--- src/rtl/ps2_key_tracker.sv ---
// PS/2 set-2 scancode tracker: prefix parser, held-key bitmap with typematic filtering,
// one-cycle press/release pulses and a show-ahead event FIFO with sticky overflow.
module ps2_key_tracker #(
  parameter int                    NUM_KEYS       = 4,
  parameter logic [8*NUM_KEYS-1:0] KEY_CODES      = 32'h23_1B_1C_1D,
  parameter logic [NUM_KEYS-1:0]   KEY_EXT        = '0,
  parameter int                    FIFO_DEPTH     = 4,
  parameter int                    PREFIX_TIMEOUT = 2500000,
  localparam int                   IW             = (NUM_KEYS > 1) ? $clog2(NUM_KEYS) : 1
) (
  input  logic                CLOCK_50,
  input  logic                resetn,
  input  logic                clear,
  input  logic [7:0]          ps2_data,
  input  logic                ps2_valid,
  output logic [NUM_KEYS-1:0] key_down,
  output logic [NUM_KEYS-1:0] key_press,
  output logic [NUM_KEYS-1:0] key_release,
  output logic                evt_valid,
  output logic [IW:0]         evt_data,
  input  logic                evt_ready,
  output logic                overflow
);

  localparam int AW = (FIFO_DEPTH > 1) ? $clog2(FIFO_DEPTH) : 1;
  localparam int CW = (PREFIX_TIMEOUT > 1) ? $clog2(PREFIX_TIMEOUT) : 1;
  localparam logic [CW-1:0] CNT_LAST  = CW'(PREFIX_TIMEOUT - 1);
  localparam logic [AW:0]   FIFO_FULL = (AW+1)'(FIFO_DEPTH);

  typedef enum logic [1:0] {S_IDLE, S_EXT, S_BRK, S_EXTBRK} state_e;

  state_e               state_q, state_d;
  logic [CW-1:0]        cnt_q, cnt_d;
  logic                 res_go, res_brk, res_ext;
  logic                 hit;
  logic [IW-1:0]        hit_idx;
  logic                 req_q, req_brk_q;
  logic [IW-1:0]        req_idx_q;
  logic [NUM_KEYS-1:0]  sel;
  logic [NUM_KEYS-1:0]  down_q, down_d, press_q, press_d, rel_q, rel_d;
  logic                 push;
  logic [IW:0]          push_data;
  logic [IW:0]          mem_q [FIFO_DEPTH];
  logic [AW-1:0]        wr_ptr_q, wr_ptr_d, rd_ptr_q, rd_ptr_d;
  logic [AW:0]          fcnt_q, fcnt_d;
  logic                 ovf_q, ovf_d;
  logic                 pop, full, wr_en;

  always_comb begin
    state_d = state_q;
    cnt_d   = cnt_q;
    res_go  = 1'b0;
    res_brk = 1'b0;
    res_ext = 1'b0;
    if (ps2_valid) begin
      cnt_d = '0;
      unique case (state_q)
        S_IDLE: begin
          if (ps2_data == 8'hE0)      state_d = S_EXT;
          else if (ps2_data == 8'hF0) state_d = S_BRK;
          else                        res_go  = 1'b1;
        end
        S_EXT: begin
          if (ps2_data == 8'hF0) state_d = S_EXTBRK;
          else if (ps2_data != 8'hE0) begin
            res_go  = 1'b1;
            res_ext = 1'b1;
            state_d = S_IDLE;
          end
        end
        S_BRK: begin
          if (ps2_data == 8'hE0) state_d = S_EXTBRK;
          else if (ps2_data != 8'hF0) begin
            res_go  = 1'b1;
            res_brk = 1'b1;
            state_d = S_IDLE;
          end
        end
        S_EXTBRK: begin
          if (ps2_data != 8'hE0 && ps2_data != 8'hF0) begin
            res_go  = 1'b1;
            res_brk = 1'b1;
            res_ext = 1'b1;
            state_d = S_IDLE;
          end
        end
        default: state_d = S_IDLE;
      endcase
    end else if (state_q != S_IDLE) begin
      // A stalled prefix is abandoned silently after PREFIX_TIMEOUT idle clocks.
      if (cnt_q == CNT_LAST) begin
        state_d = S_IDLE;
        cnt_d   = '0;
      end else begin
        cnt_d = cnt_q + CW'(1);
      end
    end else begin
      cnt_d = '0;
    end
  end

  // Lowest matching index wins when several table entries share a code.
  always_comb begin
    hit     = 1'b0;
    hit_idx = '0;
    for (int unsigned i = 0; i < NUM_KEYS; i++) begin
      if (!hit && ps2_data == KEY_CODES[8*i +: 8] && KEY_EXT[i] == res_ext) begin
        hit     = 1'b1;
        hit_idx = IW'(i);
      end
    end
  end

  always_comb begin
    sel       = NUM_KEYS'(1) << req_idx_q;
    down_d    = down_q;
    press_d   = '0;
    rel_d     = '0;
    push      = 1'b0;
    push_data = '0;
    if (req_q) begin
      if (!req_brk_q && (down_q & sel) == '0) begin
        down_d    = down_q | sel;
        press_d   = sel;
        push      = 1'b1;
        push_data = {1'b0, req_idx_q};
      end else if (req_brk_q && (down_q & sel) != '0) begin
        down_d    = down_q & ~sel;
        rel_d     = sel;
        push      = 1'b1;
        push_data = {1'b1, req_idx_q};
      end
    end
  end

  always_comb begin
    pop      = evt_ready && (fcnt_q != '0);
    full     = (fcnt_q == FIFO_FULL);
    wr_en    = push && (!full || pop);
    ovf_d    = ovf_q | (push && full && !pop);
    wr_ptr_d = wr_en ? wr_ptr_q + AW'(1) : wr_ptr_q;
    rd_ptr_d = pop ? rd_ptr_q + AW'(1) : rd_ptr_q;
    fcnt_d   = fcnt_q;
    if (wr_en && !pop)      fcnt_d = fcnt_q + (AW+1)'(1);
    else if (!wr_en && pop) fcnt_d = fcnt_q - (AW+1)'(1);
  end

  always_ff @(posedge CLOCK_50 or negedge resetn) begin
    if (!resetn) begin
      state_q   <= S_IDLE;
      cnt_q     <= '0;
      req_q     <= 1'b0;
      req_brk_q <= 1'b0;
      req_idx_q <= '0;
      down_q    <= '0;
      press_q   <= '0;
      rel_q     <= '0;
      wr_ptr_q  <= '0;
      rd_ptr_q  <= '0;
      fcnt_q    <= '0;
      ovf_q     <= 1'b0;
    end else if (clear) begin
      state_q   <= S_IDLE;
      cnt_q     <= '0;
      req_q     <= 1'b0;
      req_brk_q <= 1'b0;
      req_idx_q <= '0;
      down_q    <= '0;
      press_q   <= '0;
      rel_q     <= '0;
      wr_ptr_q  <= '0;
      rd_ptr_q  <= '0;
      fcnt_q    <= '0;
      ovf_q     <= 1'b0;
    end else begin
      state_q   <= state_d;
      cnt_q     <= cnt_d;
      req_q     <= res_go && hit;
      req_brk_q <= res_brk;
      req_idx_q <= hit_idx;
      down_q    <= down_d;
      press_q   <= press_d;
      rel_q     <= rel_d;
      wr_ptr_q  <= wr_ptr_d;
      rd_ptr_q  <= rd_ptr_d;
      fcnt_q    <= fcnt_d;
      ovf_q     <= ovf_d;
    end
  end

  always_ff @(posedge CLOCK_50) begin
    if (wr_en && !clear) mem_q[wr_ptr_q] <= push_data;
  end

  assign key_down    = down_q;
  assign key_press   = press_q;
  assign key_release = rel_q;
  assign evt_valid   = (fcnt_q != '0);
  assign evt_data    = (fcnt_q != '0) ? mem_q[rd_ptr_q] : '0;
  assign overflow    = ovf_q;

endmodule

--- config.mk ---
export PLATFORM = sky130hd
export DESIGN_NAME = ps2_key_tracker
export DESIGN_NICKNAME = d
export VERILOG_FILES = /design/src/rtl/ps2_key_tracker.sv
export SDC_FILE = /design/constraint.sdc
export NUM_CORES = 1
export LEC_CHECK = 0
export CORE_ASPECT_RATIO = 0.9
export CORE_MARGIN = 10
export CORE_UTILIZATION = 40
export DETAILED_ROUTE_END_ITERATION = 6
export DONT_BUFFER_PORTS = 1
export GPL_ROUTABILITY_DRIVEN = 0
export PLACE_DENSITY = 0.62
export REMOVE_ABC_BUFFERS = 1
export SLEW_MARGIN = 10
export SYNTH_ARGS = -nofsm -noshare
export SYNTH_HDL_FRONTEND = slang
export SYNTH_SLANG_ARGS = --single-unit
--- constraint.sdc ---
create_clock -name CLOCK_50 -period 5.15 [get_ports CLOCK_50]
set_input_delay 1.2875 -clock CLOCK_50 [delete_from_list [all_inputs] [get_ports CLOCK_50]]
set_output_delay 1.2875 -clock CLOCK_50 [all_outputs]
set_load 0.01 [all_outputs]
==> results.rst, run 1 <==
.. list-table::
   :header-rows: 1

   * - Metric
     - Value
   * - Post-placement setup slack
     - 2000 ps
   * - Global-route wire length before repair
     - 10,200 um
   * - IO buf count
     - 0
   * - Synthesized instance count
     - approximately 280
   * - Area of all placed cells without fillers
     - about 3300 um^2
   * - Utilization after layout
     - 0.461
   * - Worst-path maximum fanout
     - 9
   * - Setup_tns
     - 0 ps
   * - Fill cell total of the finished layout
     - 636
   * - Area of the core region
     - a little over 7000 um^2
   * - Number of pins exceeding their max-slew limit in the final report
     - 0
   * - Crit path kind
     - reg2reg
   * - Wirelength, routed
     - about 5800 um
   * - Skew-Pair Late Insertion Delay
     - around 330 ps
   * - Site row count
     - 29
   * - Number of instances in the placed design
     - 362
   * - Worst supply voltage drop on vdd
     - 170 uV
   * - Ratio of final minimum period to clock period
     - 0.588
   * - Number of synthesized flops with an enable pin
     - 12
   * - Number of clock sinks
     - 60
   * - Top cell type by total area after synthesis
     - sky130_fd_sc_hd__dfrtp_1
   * - Width of the die
     - 111 um
   * - Antenna-violating nets left
     - 0
   * - Ys async rst share
     - 0.800
   * - Maximum number of pins on one net before global-route repair
     - just under 50
   * - Synth Register Bits
     - 60
   * - Global router's overall resource usage
     - 0.110
   * - Vert. Die Dim
     - 102 um
   * - Post-detail-place hpwl
     - 4050 um
   * - Post-cts gate resize count
     - 0
   * - Number of buffers added by the clock tree synthesis step
     - 9
   * - Synth cell types
     - 47
   * - Min-Delay Path Class
     - reg2reg
   * - Post-layout total power
     - approximately 1.1 mW
   * - Relative max-transition margin
     - 0.542
   * - Number of buffers on the longest clock path
     - 2
   * - Synthesis warning total
     - 0
   * - Io pins
     - 30
   * - Result of the run
     - finished, final reports clean
   * - Top flip-flop cell by instance count after synthesis
     - sky130_fd_sc_hd__dfrtp_1
   * - Number of nets in the final layout
     - 301
   * - Average wire length per cell after detail routing
     - 15.3 um
   * - Least-Margin Pin Slew
     - approximately 680 ps
   * - Clock slew seen by the registers of the worst setup and hold paths
     - ~70 ps
   * - CP Data Required Time
     - 5370 ps
   * - Post-Route Hold Slack
     - about 520 ps
   * - Number of buffers inserted by hold repair at cts
     - 0
   * - Final critical-path setup slack
     - approximately 2100 ps
   * - Iteration count of the initial detailed-routing pass
     - 4
   * - Data arrival time of the critical path
     - roughly 3300 ps
   * - Yosys top cell area share
     - 0.403
   * - Diodes inserted
     - 0
   * - Starting density of the core
     - 0.417
   * - Buffers inserted during post-CTS setup optimization
     - 0
   * - Area added between synthesis and finish
     - 10.5%
   * - Area after DPL
     - 3060 um^2
   * - Highest attainable clock frequency
     - roughly 330 MHz
   * - Max Clock Skew
     - 5.93 ps
   * - Post-layout instance count excluding filler cells
     - about 380
   * - Share of final-layout standard cells stronger than drive strength 1
     - 0.0982
   * - Netlist area before placement
     - between 2000 and 3000 um^2
   * - Die outline area
     - approximately 11,000 um^2
   * - Final global-route overflow total
     - 0
   * - Crit. End Element
     - flip-flop
   * - Number of global-route vias before repair
     - between 2,000 and 2,500
   * - Fin crit period
     - 3030 ps
   * - Sequential fraction of the synthesis area
     - 0.524
   * - Areal power density over the cells
     - 340 nW/um^2
   * - Kind of launch point of the worst setup path
     - flip-flop
   * - Remaining design rule violation count
     - 0
   * - Number of hold violations in the final report
     - 0
   * - Htree depth
     - 3
   * - RSZ-0062 raised after global routing
     - no
   * - Initial antenna violation count
     - 0
   * - Root buf cell
     - sky130_fd_sc_hd__clkbuf_8
   * - Initial DRC Count
     - 88
   * - Top post-synthesis cells by area
     - sky130_fd_sc_hd__dfrtp_1 (40%), sky130_fd_sc_hd__edfxtp_1 (12%), sky130_fd_sc_hd__nor2_1 (3.9%), sky130_fd_sc_hd__mux4_2 (3.0%), sky130_fd_sc_hd__ha_1 (2.9%)
   * - Vias after detailed routing
     - around 2,100
   * - Max-cap violations
     - 0
   * - Synthesized area per cell
     - 10.7 um^2
   * - TritonCTS clock tree
     - built
   * - Average via count per standard cell
     - around 5.5
   * - Final setup violation count
     - 0
   * - Leakage power of the design
     - between 1 and 1.5 nW
[worst max-delay path, cell delays in order (launching register included)]
cell,delay [ps]
sky130_fd_sc_hd__dfrtp_1,510
sky130_fd_sc_hd__mux4_2,570
sky130_fd_sc_hd__ha_1,300
sky130_fd_sc_hd__nand2b_1,320
sky130_fd_sc_hd__a211oi_4,90
sky130_fd_sc_hd__fa_1,450
sky130_fd_sc_hd__or3_1,400
sky130_fd_sc_hd__a31oi_1,190
sky130_fd_sc_hd__a21oi_1,80
[state kept, by name, indices dropped and copies added (netlist names)]
register and count:
state_q 2, rd_ptr_q 2, cnt_q 22, wr_ptr_q 2
overflow 1, key_press 4, mem_q 12, key_release 4
fcnt_q 3, req_brk_q 1, req_idx_q 2, req_q 1
key_down 4
[synth_stat cells, types with 3 or more instances]
| cell type | n |
|---|---|
| sky130_fd_sc_hd__buf_2 | 4 |
| sky130_fd_sc_hd__inv_1 | 11 |
| sky130_fd_sc_hd__ha_1 | 7 |
| sky130_fd_sc_hd__mux2i_1 | 3 |
| sky130_fd_sc_hd__nand2_1 | 15 |
| sky130_fd_sc_hd__dfrtp_1 | 48 |
| sky130_fd_sc_hd__and4_1 | 3 |
| sky130_fd_sc_hd__nand2b_1 | 5 |
| sky130_fd_sc_hd__mux4_2 | 4 |
| sky130_fd_sc_hd__nor3_1 | 11 |
| sky130_fd_sc_hd__a21oi_1 | 13 |
| sky130_fd_sc_hd__o21ai_0 | 9 |
| sky130_fd_sc_hd__xor2_1 | 9 |
| sky130_fd_sc_hd__xnor2_1 | 4 |
| sky130_fd_sc_hd__nor2_1 | 31 |
| sky130_fd_sc_hd__nand3_1 | 13 |
| sky130_fd_sc_hd__and3_1 | 5 |
| sky130_fd_sc_hd__edfxtp_1 | 12 |
| sky130_fd_sc_hd__o31ai_1 | 4 |
| sky130_fd_sc_hd__or3_1 | 9 |
| sky130_fd_sc_hd__nor4b_1 | 4 |
| sky130_fd_sc_hd__and2_1 | 8 |
| sky130_fd_sc_hd__nand4_1 | 4 |
| sky130_fd_sc_hd__or4_1 | 5 |
| sky130_fd_sc_hd__o21a_1 | 3 |
| sky130_fd_sc_hd__clkbuf_1 | 6 |
[metal layers]
layer / part of all wire / global-route usage
met1: 0.45 / 0.126
met2: 0.49 / 0.182
met3: 0.049 / 0.0457
met4: 0.012 / 0.0450
met5: 0 / 0
[cells by family (layout without fill, tap and decap cells)]
logic type / count (synthesis) / after routing / share of synthesized area
simple gates: 127 / 127 / 0.238
flops: 60 / 60 / 0.524
compound gates: 42 / 42 / 0.0932
buf+inv: 22 / 28 / 0.0306
xor+xnor: 13 / 13 / 0.0382
fa+ha+maj: 8 / 8 / 0.0361
mux: 7 / 7 / 0.0403
[power breakdown]
group	switching (mW)	internal [mW]
Clock	0.185	0.322
Sequential	0.0193	0.493
Combinational	0.0600	0.0406
Total	0.265	0.856
[area by class of cell]
class	instances	area, um^2	area share
clock buffers	10	128	0.0387
flip-flops and latches	60	1560	0.474
well taps	93	116	0.0353
clock inverters	6	111	0.0338
inverters	11	41.3	0.0125
multi-input cells	197	1330	0.403
repair buffers	1	7.51	0.00228
[placed cells by master, fill, tap and decap left out, types with 3 or more instances in the layout]
cell | netlist | layout
sky130_fd_sc_hd__o31ai_1 | 4 | 4
sky130_fd_sc_hd__nand2_1 | 15 | 15
sky130_fd_sc_hd__and4_1 | 3 | 3
sky130_fd_sc_hd__inv_1 | 11 | 11
sky130_fd_sc_hd__ha_1 | 7 | 7
sky130_fd_sc_hd__xnor2_1 | 4 | 4
sky130_fd_sc_hd__nor2_1 | 31 | 31
sky130_fd_sc_hd__nor3_1 | 11 | 11
sky130_fd_sc_hd__xor2_1 | 9 | 9
sky130_fd_sc_hd__mux2i_1 | 3 | 3
sky130_fd_sc_hd__or4_1 | 5 | 5
sky130_fd_sc_hd__edfxtp_1 | 12 | 12
sky130_fd_sc_hd__and3_1 | 5 | 5
sky130_fd_sc_hd__mux4_2 | 4 | 4
sky130_fd_sc_hd__dfrtp_1 | 48 | 48
sky130_fd_sc_hd__a21oi_1 | 13 | 13
sky130_fd_sc_hd__and2_1 | 8 | 8
sky130_fd_sc_hd__clkbuf_8 | 0 | 9
sky130_fd_sc_hd__o21a_1 | 3 | 3
sky130_fd_sc_hd__or3_1 | 9 | 9
sky130_fd_sc_hd__nand2b_1 | 5 | 5
sky130_fd_sc_hd__o21ai_0 | 9 | 9
sky130_fd_sc_hd__nand4_1 | 4 | 4
sky130_fd_sc_hd__bufinv_16 | 0 | 3
sky130_fd_sc_hd__nor4b_1 | 4 | 4
sky130_fd_sc_hd__nand3_1 | 13 | 13
[final timing paths]
| check | start | to | slack, ps | cells after the start |
|---|---|---|---|---|
| worst max-delay path | req_idx_q[1] | fcnt_q[2] | 2120 | 8 |
| worst min-delay path | state_q[0] | req_q | 520 | 1 |
| worst max register to register | req_idx_q[1] | fcnt_q[2] | 2120 | 8 |
| worst min register to register | state_q[0] | req_q | 520 | 1 |
| max in group asynchronous | resetn | cnt_q[2] | 4410 | 0 |
| min in group asynchronous | resetn | key_press[0] | 640 | 0 |
No activity file was read; power rests on OpenSTA's default activity.
==> run 2, diff against run 1 <==
Settings changed: PLACE_DENSITY 0.62 to 0.64.
Clock period 5.15 ns to 2.5 ns, I/O delays scaled along.
==> results.rst, run 2 (synthesis gave the netlist of run 1 again) <==
.. list-table::
   :header-rows: 1

   * - Metric
     - Value
   * - Result of the run
     - complete, but fails checks
   * - Failing checks
     - setup timing
   * - Biggest register
     - cnt_q
   * - Number of clock sinks
     - 60 (unchanged)
   * - Switching power total
     - 560 uW (+110%)
   * - Largest registers
     - cnt_q: 22 flops, mem_q: 12 flops
   * - Skew-Pair Late Insertion Delay
     - 330 ps (about the same)
   * - Least-Margin Pin Slew
     - 404 ps (-281 ps)
   * - Combinational share of power
     - 0.121 (+0.031)
   * - Sequential cell area
     - 1560 um^2 (unchanged)
   * - Vert. Die Dim
     - 102 um (unchanged)
   * - Site row count
     - 29 (unchanged)
   * - Crit path kind
     - reg2reg
   * - Post-Route Hold Slack
     - 131 ps (-385 ps)
   * - Flip-flop count of the largest register after layout
     - 22 (unchanged)
   * - Remaining design rule violation count
     - 0 (unchanged)
   * - Iteration count of the initial detailed-routing pass
     - 4 (unchanged)
   * - Final critical-path setup slack
     - -4.57 ps (-2130 ps)
   * - Kind of launch point of the worst setup path
     - flip-flop
   * - Worst-path maximum fanout
     - 2 (-7)
   * - Vias after detailed routing
     - 2,120 (+2.6%)
   * - CP Data Required Time
     - 2710 ps (-2660 ps)
   * - Max Clock Skew
     - 9.11 ps (+3.18 ps)
   * - Most common cell after layout, fill and taps aside
     - sky130_fd_sc_hd__dfrtp_1
   * - Relative max-transition margin
     - 0.730 (+0.188)
   * - Io pins
     - 30 (unchanged)
   * - Number of instances in the placed design
     - 374 (+3.3%)
   * - Diodes inserted
     - 0 (unchanged)
   * - Sw Share
     - 0.257 (+0.0206)
   * - Min-Delay Path Class
     - in2async
   * - Clock slew seen by the registers of the worst setup and hold paths
     - 70 ps (about the same)
   * - Setup_tns
     - -4.57 ps (-4.57 ps)
   * - Number of buffers on the longest clock path
     - 2 (unchanged)
   * - Data arrival time of the critical path
     - 2720 ps (-530 ps)
   * - Share of final-layout standard cells stronger than drive strength 1
     - 0.160 (+0.0618)
   * - Wirelength, routed
     - 5970 um (+3.1%)
   * - Maximum number of pins on one net before global-route repair
     - 49 (unchanged)
   * - Initial antenna violation count
     - 0 (unchanged)
   * - Starting density of the core
     - 0.417 (unchanged)
   * - Share of power burned in the clock network
     - 0.394 (-0.059)
   * - Max-cap violations
     - 0 (unchanged)
   * - RSZ-0062 raised after global routing
     - yes
   * - Highest attainable clock frequency
     - 399 MHz (+21%)
   * - Final setup violation count
     - 1 (+1)
   * - Final global-route overflow total
     - 0 (unchanged)
   * - Post-placement setup slack
     - -120 ps (-2120 ps)
   * - Fill cell total of the finished layout
     - 669 (+5.2%)
   * - Utilization after layout
     - 0.479 (+0.0182)
   * - Number of pins exceeding their max-slew limit in the final report
     - 0 (unchanged)
   * - Cell Int Power
     - 1.62 mW (+89%)
   * - TritonCTS clock tree
     - built
   * - Antenna-violating nets left
     - 0 (unchanged)
   * - Fin crit period
     - 2500 ps (-522 ps)
   * - Area added between synthesis and finish
     - 14.9%
   * - Area of the core region
     - 7150 um^2 (unchanged)
   * - Post-layout instance count excluding filler cells
     - 393 (+4.0%)
   * - Global router's overall resource usage
     - 0.113 (+0.00261)
   * - Leakage power of the design
     - 1.31 nW (+5.2%)
   * - Root buf cell
     - sky130_fd_sc_hd__clkbuf_8
   * - Htree depth
     - 3 (unchanged)
   * - Post-detail-place hpwl
     - 4280 um (+5.9%)
   * - Most used cells in the layout excluding fill and tap cells
     - sky130_fd_sc_hd__dfrtp_1 (48), sky130_fd_sc_hd__nor2_1 (31), sky130_fd_sc_hd__nand2_1 (15), sky130_fd_sc_hd__buf_4 (15)
   * - Crit. End Element
     - flip-flop
   * - Die outline area
     - 11,300 um^2 (unchanged)
   * - Width of the die
     - 111 um (unchanged)
   * - Average wire length per cell after detail routing
     - 15.2 um (-0.86%)
   * - Number of global-route vias before repair
     - 2,146 (+3.5%)
   * - Average via count per standard cell
     - 5.39 (-1.4%)
   * - Global-route wire length before repair
     - 10,400 um (+2.6%)
   * - IO buf count
     - 0 (unchanged)
   * - Number of hold violations in the final report
     - 0 (unchanged)
   * - Initial DRC Count
     - 52 (-41%)
   * - Worst supply voltage drop on vdd
     - 328 uV (+93%)
   * - Number of buffers added by the clock tree synthesis step
     - 9 (unchanged)
   * - Number of nets in the final layout
     - 316 (+5.0%)
   * - Flop pwr share
     - 0.485 (+0.028)
   * - Areal power density over the cells
     - 637 nW/um^2 (+87%)
   * - Total area of multi-input combinational cells
     - 1370 um^2 (+3.0%)
   * - Ratio of final minimum period to clock period
     - 1.00 (+0.414)
==> run 2: cell types whose count changed in the layout (fill, tap and decap cells not counted), sizes merged <==
cell,before,now
buf,1,16
bufinv,3,1
clkbuf,10,12
clkinv,1,2
inv,12,11
==> run 2: final cells by class <==
cell class,count,area share
Clock buffer,12,0.0424
Inverter,11,0.0121
Multi-Input combinational cell,197,0.400
Sequential cell,60,0.456
Timing Repair Buffer,16,0.0409
Clock inverter,4,0.0150
Tap cell,93,0.0340
==> run 2: metrics by stage <==
stage	power (mW)	area (um^2)
floorplan	1.24	2930
global placement	1.31	3150
detailed placement	1.32	3150
CTS	2.21	3400
global route	2.30	3420
finish	2.18	3420
==> run 2: power groups by stage <==
stage | clock, mW | combinational (mW) | sequential [mW]
6_report | 0.860 | 0.264 | 1.06
5_1_grt | 0.937 | 0.299 | 1.06
4_1_cts | 0.892 | 0.267 | 1.05
3_5_place_dp | 0 | 0.242 | 1.07
3_3_place_gp | 0 | 0.234 | 1.07
2_1_floorplan | 0 | 0.177 | 1.06
==> run 2: worst paths after layout <==
| check | start | cells past startpoint | to | slack (ps) |
|---|---|---|---|---|
| max | req_idx_q[1] | 8 | fcnt_q[2] | -5 |
| min | resetn | 1 | cnt_q[17] | 130 |
| max reg2reg | req_idx_q[1] | 8 | fcnt_q[2] | -5 |
| min reg2reg | state_q[0] | 1 | req_q | 530 |
| max in group asynchronous | resetn | 1 | key_down[1] | 2140 |
| min in group CLOCK_50 | clear | 1 | wr_ptr_q[1] | 350 |
==> run 2: timing repair <==
item,4_1_cts,5_1_grt
hold buffers,1,0
pin swaps,1,0
buffers inserted,1,1
hold endpoints to repair,48,0
setup endpoints to repair,1,1
gates resized for setup,4,2
==> run 2: per-layer routing <==
| layer | global-route usage | wire [um] | up-vias |
|---|---|---|---|
| met5 | 0 | 0 | - |
| met4 | 0.0390 | 76 | 0 |
| met3 | 0.0404 | 250 | 6 |
| met2 | 0.196 | 3030 | 28 |
| met1 | 0.127 | 2610 | 1047 |
| li1 | - | - | 1039 |
==> run 2: critical path, stage by stage (launching register included) <==
cell and delay (ps):
sky130_fd_sc_hd__dfrtp_1 370, sky130_fd_sc_hd__mux4_2 550, sky130_fd_sc_hd__ha_4 300, sky130_fd_sc_hd__nand2b_4 130
sky130_fd_sc_hd__a211oi_4 40, sky130_fd_sc_hd__fa_2 360, sky130_fd_sc_hd__or3_4 380, sky130_fd_sc_hd__a31oi_2 170
sky130_fd_sc_hd__a21oi_1 80
==> run 3, diff against run 2 <==
Settings changed: CORE_UTILIZATION 40 to 44, PLACE_DENSITY 0.64 to 0.69.
==> results.rst, run 3 (synthesis gave the netlist of run 1 again) <==
.. list-table::
   :header-rows: 1

   * - Metric
     - Value
   * - Least-Margin Pin Slew
     - 669 ps (+265 ps)
   * - Vias after detailed routing
     - 2,134 (+0.66%)
   * - Initial antenna violation count
     - 0 (unchanged)
   * - Most used cells in the layout excluding fill and tap cells
     - sky130_fd_sc_hd__dfrtp_1 (48), sky130_fd_sc_hd__nor2_1 (31), sky130_fd_sc_hd__nand2_1 (15)
   * - Wirelength, routed
     - 5960 um (-0.17%)
   * - Number of nets in the final layout
     - 313 (-0.95%)
   * - Global-route wire length before repair
     - 10,300 um (-1.4%)
   * - Area after DPL
     - 3130 um^2 (-0.36%)
   * - Ratio of final minimum period to clock period
     - 0.996 (-0.00552)
   * - CP peak stage delay
     - 560 ps (about the same)
   * - Number of pins exceeding their max-slew limit in the final report
     - 0 (unchanged)
   * - Min-Delay Path Class
     - in2async
   * - Result of the run
     - finished, final reports clean
   * - Buffers & Inverters on Critical Path
     - 0 (unchanged)
   * - Post-placement setup slack
     - -82.6 ps (+37.6 ps)
   * - Path depth of the worst reg2reg path
     - 8 (unchanged)
   * - Number of buffers added by the clock tree synthesis step
     - 9 (unchanged)
   * - Post-layout instance count excluding filler cells
     - 387 (-1.5%)
   * - Area of all placed cells without fillers
     - 3390 um^2 (-1.1%)
   * - Clock slew seen by the registers of the worst setup and hold paths
     - 70 ps (about the same)
   * - Antenna-violating nets left
     - 0 (unchanged)
   * - Fin crit period
     - 2490 ps (-13.8 ps)
   * - Worst Setup SP
     - req_idx_q[1]
   * - Number of buffers on the longest clock path
     - 2 (unchanged)
   * - Site row count
     - 28 (-3.4%)
   * - Average wire length per cell after detail routing
     - 15.4 um (+1.4%)
   * - Starting density of the core
     - 0.453 (+0.0356)
   * - Post-Route Hold Slack
     - 128 ps (-3.19 ps)
   * - Io pins
     - 30 (unchanged)
   * - Area added between synthesis and finish
     - 13.6%
   * - Flop2flop setup slack
     - 9 ps (about the same)
   * - Highest attainable clock frequency
     - 401 MHz (+0.55%)
   * - Global router's overall resource usage
     - 0.122 (+0.00912)
   * - Iteration count of the initial detailed-routing pass
     - 4 (unchanged)
   * - Family of cells with the greatest summed delay on the critical path
     - adder cells
   * - TritonCTS clock tree
     - built
   * - Crit. End Element
     - flip-flop
   * - Cell count along the critical path
     - 8 (unchanged)
   * - RSZ-0062 raised after global routing
     - yes
   * - Worst supply voltage drop on vdd
     - 322 uV (-1.9%)
   * - Kind of launch point of the worst setup path
     - flip-flop
   * - Largest registers
     - cnt_q: 22 flops, mem_q: 12 flops
   * - Diodes inserted
     - 0 (unchanged)
   * - Utilization after layout
     - 0.514 (+0.0350)
   * - Biggest register
     - cnt_q
   * - IO buf count
     - 0 (unchanged)
   * - Post-layout total power
     - 2.16 mW (-1.1%)
   * - Remaining design rule violation count
     - 0 (unchanged)
   * - Slowest CP cell
     - sky130_fd_sc_hd__mux4_2
   * - Series of cell instances along the critical path
     - mux4_2, ha_4, nand2b_4, a211oi_4, fa_2, or3_4, a31oi_1, a21oi_1
   * - Worst flop-to-flop path startpoint
     - req_idx_q[1]
   * - Relative max-transition margin
     - 0.549 (-0.181)
   * - Number of instances in the placed design
     - 370 (-1.1%)
   * - Area of the core region
     - 6590 um^2 (-7.9%)
   * - Vert. Die Dim
     - 98.1 um (-3.7%)
   * - Number of clock sinks
     - 60 (unchanged)
   * - Flip-flop count of the largest register after layout
     - 22 (unchanged)
   * - Die outline area
     - 10,500 um^2 (-7.4%)
   * - Average via count per standard cell
     - 5.51 (+2.2%)
   * - Most common cell after layout, fill and taps aside
     - sky130_fd_sc_hd__dfrtp_1
   * - Leakage power of the design
     - 1.29 nW (-1.5%)
   * - Number of hold violations in the final report
     - 0 (unchanged)
   * - Max-cap violations
     - 0 (unchanged)
   * - Max Clock Skew
     - 5.95 ps (-3.15 ps)
   * - Width of the die
     - 107 um (-3.8%)
   * - Areal power density over the cells
     - 637 nW/um^2 (about the same)
   * - Maximum number of pins on one net before global-route repair
     - 49 (unchanged)
   * - Htree depth
     - 3 (unchanged)
   * - Share of final-layout standard cells stronger than drive strength 1
     - 0.152 (-0.00848)
   * - Data arrival time of the critical path
     - 2720 ps (about the same)
   * - Final critical-path setup slack
     - 9.23 ps (+13.8 ps)
   * - Skew-Pair Late Insertion Delay
     - 340 ps (about the same)
   * - Worst reg2reg endpoint
     - fcnt_q[2]
   * - CP Data Required Time
     - 2730 ps (+20 ps)
   * - Final global-route overflow total
     - 0 (unchanged)
   * - Number of global-route vias before repair
     - 2,092 (-2.5%)
   * - Post-detail-place hpwl
     - 4270 um (-0.26%)
   * - Initial DRC Count
     - 136 (+160%)
   * - Worst-path maximum fanout
     - 2 (unchanged)
   * - Worst setup endpoint
     - fcnt_q[2]
   * - Final setup violation count
     - 0 (-1)
   * - Crit path kind
     - reg2reg
   * - Root buf cell
     - sky130_fd_sc_hd__clkbuf_8
   * - Setup_tns
     - 0 ps (+4.57 ps)
-- run 3: cell count changes in the layout (fill, tap and decap cells not counted), sizes merged --
cell,delta
buf,-3
clkinv,+2
clkinvlp,+1
clkbuf,-3
-- run 3: worst register-to-register path, cell delays in order (launching register included) --
cell and delay (ps):
sky130_fd_sc_hd__dfrtp_1 380, sky130_fd_sc_hd__mux4_2 560, sky130_fd_sc_hd__ha_4 290, sky130_fd_sc_hd__nand2b_4 130, sky130_fd_sc_hd__a211oi_4 40, sky130_fd_sc_hd__fa_2 360
sky130_fd_sc_hd__or3_4 370, sky130_fd_sc_hd__a31oi_1 170, sky130_fd_sc_hd__a21oi_1 80
-- run 3: metal layers --
layer | track usage | vias up | part of all wire
met2 | 0.183 | 42 | 0.46
met4 | 0.0499 | 0 | 0.0096
met3 | 0.0420 | 4 | 0.058
met1 | 0.157 | 1056 | 0.47
met5 | 0 | - | 0
li1 | - | 1032 | -
-- run 3: what timing repair did --
item,CTS,global route
hold buffers,1,0
endpoints found under the setup margin,4,10
gates resized for setup,3,2
endpoints found under the hold margin,48,0
setup buffers,0,0
-- run 3: worst min path at each step --
stage / from / endpoint / slack, ps / depth (start not counted)
floorplan: resetn / cnt_q[0] / 330 / 0
global placement: resetn / req_idx_q[0] / 330 / 0
detailed placement: resetn / key_down[1] / 330 / 0
CTS: resetn / key_down[3] / 120 / 1
global route: resetn / cnt_q[0] / 130 / 1
finish: resetn / key_release[3] / 130 / 1
-- run 3: where the power goes --
group | switching [mW] | internal [mW] | leakage (nW)
registers | 0.0409 | 1.02 | 0.752
clock network | 0.389 | 0.454 | 0.0926
logic | 0.143 | 0.115 | 0.442
total | 0.572 | 1.58 | 1.29
-- run 3: final cells by class --
cell class	instances	area (um^2)
multi-input cells	197	1360
flip-flops and latches	60	1560
well taps	90	113
fillers	612	3200
clock buffers	9	124
inverters	11	41.3
clock inverters	7	67.6
repair buffers	13	118
